File: src/rtl/fifo_drain_packetizer_pkg.sv
// fifo_pkg: shared types and constants for the async FIFO read-side blocks.
package fifo_pkg;

  typedef enum logic {
    EMPTY,
    HOLD
  } stg_state_t;

  localparam int unsigned FIFO_DATA_W_DEF = 8;
  localparam int unsigned PKT_COUNT_W     = 16;

endpackage

File: src/rtl/fifo_drain_packetizer_idle_timer.sv
// drain_idle_timer: saturating idle counter that decides when a staged word
// has waited long enough to be sealed as the last word of its packet.
module drain_idle_timer
  import fifo_pkg::*;
#(
  parameter int unsigned TIMEOUT = 8
) (
  input  logic clk_rd,
  input  logic rst,
  input  logic load,
  input  logic inc,
  input  logic stg_full,
  output logic timeout_hit
);

  localparam int unsigned IW = (TIMEOUT > 1) ? $clog2(TIMEOUT) : 1;
  localparam logic [IW-1:0] SAT = IW'(TIMEOUT - 1);

  logic [IW-1:0] idle_cnt;

  // clear on every stage load, otherwise count idle cycles up to SAT
  always_ff @(posedge clk_rd or posedge rst) begin
    if (rst) begin
      idle_cnt <= '0;
    end else if (load) begin
      idle_cnt <= '0;
    end else if (inc && (idle_cnt != SAT)) begin
      idle_cnt <= idle_cnt + 1'b1;
    end
  end

  // saturated count only advances while the FIFO is empty, so dropping the
  // empty term keeps the hit sticky if the FIFO refills before the move
  assign timeout_hit = (idle_cnt == SAT) & stg_full;

endmodule

File: src/rtl/fifo_drain_packetizer.sv
// fifo_drain_packetizer: drains a show-ahead FIFO read port into a
// valid/ready stream, grouping words into BURST_LEN packets with out_last.
// Optional idle-timeout sealing is enabled by defining FIFO_DRAIN_TIMEOUT_EN.
module fifo_drain_packetizer
  import fifo_pkg::*;
#(
  parameter int unsigned DATA_WIDTH = FIFO_DATA_W_DEF,
  parameter int unsigned BURST_LEN  = 4,
  parameter int unsigned TIMEOUT    = 8
) (
  input  logic                   clk_rd,
  input  logic                   rst,
  input  logic [DATA_WIDTH-1:0]  fifo_rd_data,
  input  logic                   fifo_empty,
  output logic                   fifo_rd_en,
  output logic [DATA_WIDTH-1:0]  out_data,
  output logic                   out_valid,
  input  logic                   out_ready,
  output logic                   out_last,
  output logic [PKT_COUNT_W-1:0] pkt_count
);

  localparam int unsigned PW = $clog2(BURST_LEN + 1);
  localparam logic [PW-1:0] LAST_IDX = PW'(BURST_LEN - 1);

  if ((BURST_LEN < 1) || (TIMEOUT < 1)) begin : g_param_check
    $error("fifo_drain_packetizer: BURST_LEN and TIMEOUT must be >= 1");
  end

  stg_state_t            state, state_nx;
  logic [DATA_WIDTH-1:0] stg_data;
  logic                  stg_full;
  logic [PW-1:0]         pkt_cnt;
  logic                  at_boundary;
  logic                  out_free;
  logic                  timeout_hit;
  logic                  move;
  logic                  pop;
  logic                  seal_last;

  assign stg_full    = (state == HOLD);
  assign at_boundary = (pkt_cnt == LAST_IDX);
  assign out_free    = !out_valid | out_ready;
  assign move        = stg_full & out_free & (!fifo_empty | at_boundary | timeout_hit);
  assign seal_last   = at_boundary | timeout_hit;
  assign fifo_rd_en  = !fifo_empty & (!stg_full | move) & !rst;
  assign pop         = fifo_rd_en;

`ifdef FIFO_DRAIN_TIMEOUT_EN
  drain_idle_timer #(
    .TIMEOUT (TIMEOUT)
  ) u_idle_timer (
    .clk_rd      (clk_rd),
    .rst         (rst),
    .load        (pop),
    .inc         (stg_full & fifo_empty & !move),
    .stg_full    (stg_full),
    .timeout_hit (timeout_hit)
  );
`else
  assign timeout_hit = 1'b0;
`endif

  // stage state register
  always_ff @(posedge clk_rd or posedge rst) begin
    if (rst) begin
      state <= EMPTY;
    end else begin
      state <= state_nx;
    end
  end

  // stage next state: a pop always leaves the stage occupied
  always_comb begin
    state_nx = state;
    case (state)
      EMPTY:   if (pop) state_nx = HOLD;
      HOLD:    if (move && !pop) state_nx = EMPTY;
      default: state_nx = EMPTY;
    endcase
  end

  // stage data capture on pop
  always_ff @(posedge clk_rd or posedge rst) begin
    if (rst) begin
      stg_data <= '0;
    end else if (pop) begin
      stg_data <= fifo_rd_data;
    end
  end

  // output register: load on move, drop valid on a plain accept
  always_ff @(posedge clk_rd or posedge rst) begin
    if (rst) begin
      out_data  <= '0;
      out_valid <= 1'b0;
      out_last  <= 1'b0;
    end else if (move) begin
      out_data  <= stg_data;
      out_valid <= 1'b1;
      out_last  <= seal_last;
    end else if (out_valid && out_ready) begin
      out_valid <= 1'b0;
    end
  end

  // words moved in the current packet
  always_ff @(posedge clk_rd or posedge rst) begin
    if (rst) begin
      pkt_cnt <= '0;
    end else if (move) begin
      pkt_cnt <= seal_last ? '0 : pkt_cnt + 1'b1;
    end
  end

  // packets delivered downstream
  always_ff @(posedge clk_rd or posedge rst) begin
    if (rst) begin
      pkt_count <= '0;
    end else if (out_valid && out_ready && out_last) begin
      pkt_count <= pkt_count + 1'b1;
    end
  end

endmodule

File: config.mk
export PLATFORM = sky130hd
export DESIGN_NAME = fifo_drain_packetizer
export DESIGN_NICKNAME = d
export VERILOG_FILES = /design/src/rtl/fifo_drain_packetizer_pkg.sv /design/src/rtl/fifo_drain_packetizer_idle_timer.sv /design/src/rtl/fifo_drain_packetizer.sv
export SDC_FILE = /design/constraint.sdc
export NUM_CORES = 1
export LEC_CHECK = 0
export BUFFER_PORTS_ARGS = -buffer_cell sky130_fd_sc_hd__buf_2
export CORE_UTILIZATION = 50
export CTS_CLUSTER_SIZE = 12
export DETAILED_ROUTE_END_ITERATION = 12
export GPL_TIMING_DRIVEN = 1
export PLACE_DENSITY_LB_ADDON = 0.05
export SYNTH_ARGS = -nofsm -noshare
export SYNTH_HDL_FRONTEND = slang
export SYNTH_SLANG_ARGS = --single-unit
export TNS_END_PERCENT = 1
File: constraint.sdc
create_clock -name clk_rd -period 2.9 [get_ports clk_rd]
set_clock_uncertainty 0.1 [all_clocks]
set_input_delay 0.435 -clock clk_rd [delete_from_list [all_inputs] [get_ports clk_rd]]
set_output_delay 0.435 -clock clk_rd [all_outputs]
set_load 0.01 [all_outputs]
==> summary by stage <==
Run status
The flow ran to the end, and the final reports show no timing, DRC or antenna violations.

Logic synthesis
The count of warnings emitted by yosys is 0. The share of Yosys cell area claimed by the top area cell type is 0.573. The number of library cell types mapped by synthesis is 29.

For this run, the register share of the synthesized area comes to 0.573. The proportion of register bits with asynchronous set or reset after synthesis is 1.00. The synthesized area per cell is 13.4 um^2.

The post-synth net total is 138. The largest total area in the synthesized netlist belongs to dfrtp_1. The most frequently used flop master after synthesis is dfrtp_1. Yosys mapped a number of flops with a built-in enable equal to 0. Yosys attributes the largest share of cell area to dfrtp_1, mux2_4, xnor2_1. The number of flip-flops and latches in the synthesized netlist is 38. The most frequent cell after synthesis is dfrtp_1. The post-synthesis instance total is 124. The mapped netlist covers 1660 um^2. By count the netlist is led by dfrtp_1, xnor2_1, nand2_1.

Clocking
The clock passes through at most 2 buffers. After clock tree synthesis, the clock-pin slew on the worst setup and hold paths is 110 ps. The buffer count from post-CTS setup fixing is 0. In this run the clock root is driven by a clkbuf_4. Hold repair after CTS inserted 0 buffers. The post-CTS resize count is 0. Counting every sink on the clock net gives 38.

The H-tree was split into 2 levels. TritonCTS built the clock tree. Counting the buffers created by CTS gives 5. The clock latency at the later pin of the worst-skew pair is 340 ps.

Detailed routing
The post-detailed-route DRC marker count is 0. The detailed router placed 1069 vias in this run. The length of the first detailed-routing pass in iterations is 4. The detailed router finished its first iteration with 13 violations.

After detailed routing, the total wire length is 2850 um. In the routed layout, each cell is associated on average with a via count of 5.00. The average detailed-routed wire length per instance is 13.3 um. The count of nets left with antenna violations once routing finished came out at 0.

Worst setup path
The maximum fanout along the worst path is 5. The critical register-to-register path startpoint is pkt_cnt[0]. The required arrival time at the worst endpoint is 2370 ps. The source of the critical timing path is out_valid. The arrival time of data at the critical path endpoint is 1530 ps.

The class of the most critical setup path is flip-flop to primary output. STA classifies the critical path endpoint as a primary output. The nature of the critical path startpoint is a flip-flop.

Power
The part of the total power dissipated in combinational logic is 0.280. The share of power burned in registers is 0.523. The switching power is 457 uW.

Of the total power, the share spent switching nets is 0.318. The maximum vdd ir drop is 395 uV. The internal portion of total power is 981 uW. The clock group share of total power is 0.196.

Dividing total power by cell area gives a power density of 735 nW/um^2. The leakage component of the power is 0.00100 uW.

Global route
The wire length of the first global-routing pass is 5130 um. Across every metal layer, demand over resource in global routing totals 0.201. The number of global-route vias before repair is 1127. The pin count of the biggest net entering global routing is 27. The number of antenna violations at the first check in global routing is 0. The remaining global-route overflow is 0.

STA
Setup violations remaining at the end of the flow were counted as 0. The remaining max-slew budget at the tightest pin is 0.564. The transition time at the pin with the least slew margin is 653 ps. Counting I/O delays and the setup requirement, the final critical path takes 2070 ps. The count of pins over their slew limit came to 0.

The worst hold slack is 12.3 ps. The achievable clock frequency is 484 MHz. Setup repair after global routing left no endpoint under its margin. Dividing the final minimum period by the clock period gives 0.712. The number of endpoints with negative hold slack in the final report is 0. The setup TNS after final layout is 0 ps.

Floorplan
After floorplanning, the core was divided into 20 placement rows. The number of primary I/O pins is 39. The die outline area is 3560 um^2. The width of the die is 59.6 um.

The starting density of the core is 0.535. The die is 59.6 um tall. The core outline area is 3100 um^2.

Finish
For this run, the post-layout net count is 183. The final design instance area without fill is 1960 um^2. The finished layout holds 214 standard cells, fillers aside. The filler cells instantiated in the layout total 288. The sequential cells in the finished layout cover a total of 951 um^2. The footprint of the multi-input gates is 664 um^2.

Of the cells placed in the final design, the portion with a size suffix greater than 1 is 0.394. 0 antenna diodes ended up in the layout. Relative to the synthesized area, the layout overhead comes to 17.9%.

Placement
The number of placed cells counting well taps is 206. Input and output buffers added on the ports amount to 38. At the end of routability-driven placement, the weighted congestion stood at 0.757. Detailed placement ended at an HPWL of 2130 um. The placed instances occupy a cell area of 1900 um^2.

Run
The tool flagged a number of max-cap violations equal to 0.

Hold path
The worst min-delay path class is primary input to async pin.
## worst paths after layout
check | to | slack, ps | cells after the start
worst max-delay path | fifo_rd_en | 830 | 4
worst min-delay path | stg_data[1] | 10 | 2
worst max register to register | out_data[4] | 990 | 4
worst min register to register | pkt_count[15] | 370 | 1
max in group asynchronous | pkt_count[12] | 1980 | 3
min in group clk_rd | state | 210 | 2
## metal layers
metal / part of all wire / GRT usage
met1: 0.48 / 0.262
met2: 0.46 / 0.308
met3: 0.043 / 0.0590
met4: 0.0098 / 0.0930
met5: 0 / 0
## logic make-up after synthesis
| group | count (synthesis) | share of synthesized area |
|---|---|---|
| mux | 18 | 0.139 |
| buf+inv | 8 | 0.0271 |
| compound gates | 7 | 0.0347 |
| fa+ha+maj | 2 | 0.0151 |
| flops | 38 | 0.573 |
| simple gates | 36 | 0.133 |
| xor+xnor | 15 | 0.0791 |
## cell usage in the layout (no fill, tap or decap), drive strengths merged, types with 4 or more instances in the layout
cell type,count
nor3,4
inv,6
nand2,11
clkbuf,7
nand4,6
mux2,16
nand3,6
buf,40
dfrtp,38
xnor2,12
## power by group through the flow
stage / clock network [uW] / logic, uW / registers [uW]
2_1_floorplan: 0 / 232 / 792
3_3_place_gp: 0 / 399 / 757
3_5_place_dp: 0 / 410 / 763
4_1_cts: 296 / 410 / 755
5_1_grt: 322 / 448 / 778
6_report: 282 / 403 / 753
## through the flow
step	setup slack, ps	util	total power, uW
after global placement	1040	0.612	1160
after global routing	729	0.631	1550
final	835	0.631	1440
after floorplan	1230	-	1020
after detailed placement	975	0.612	1170
after CTS	797	0.631	1460
## worst max-delay path, cell delays in order, from the launching register on
cell	delay, ps
dfrtp_1	430
nor2b_4	160
a211o_1	400
inv_1	80
buf_2	120
## sequential cells by signal, summed over array words and instances, names as in the netlist
| signal | flops |
|---|---|
| out_valid | 1 |
| pkt_count | 16 |
| out_data | 8 |
| state | 1 |
| pkt_cnt | 3 |
| stg_data | 8 |
| out_last | 1 |
## area by class of cell
| class | count | share of cell area |
|---|---|---|
| Clock buffer | 7 | 0.0281 |
| Clock inverter | 1 | 0.00256 |
| Inverter | 6 | 0.0115 |
| Multi-Input combinational cell | 78 | 0.339 |
| Sequential cell | 38 | 0.486 |
| Tap cell | 44 | 0.0281 |
| Timing Repair Buffer | 40 | 0.105 |
Note: power is estimated with default switching activity, not from simulation.
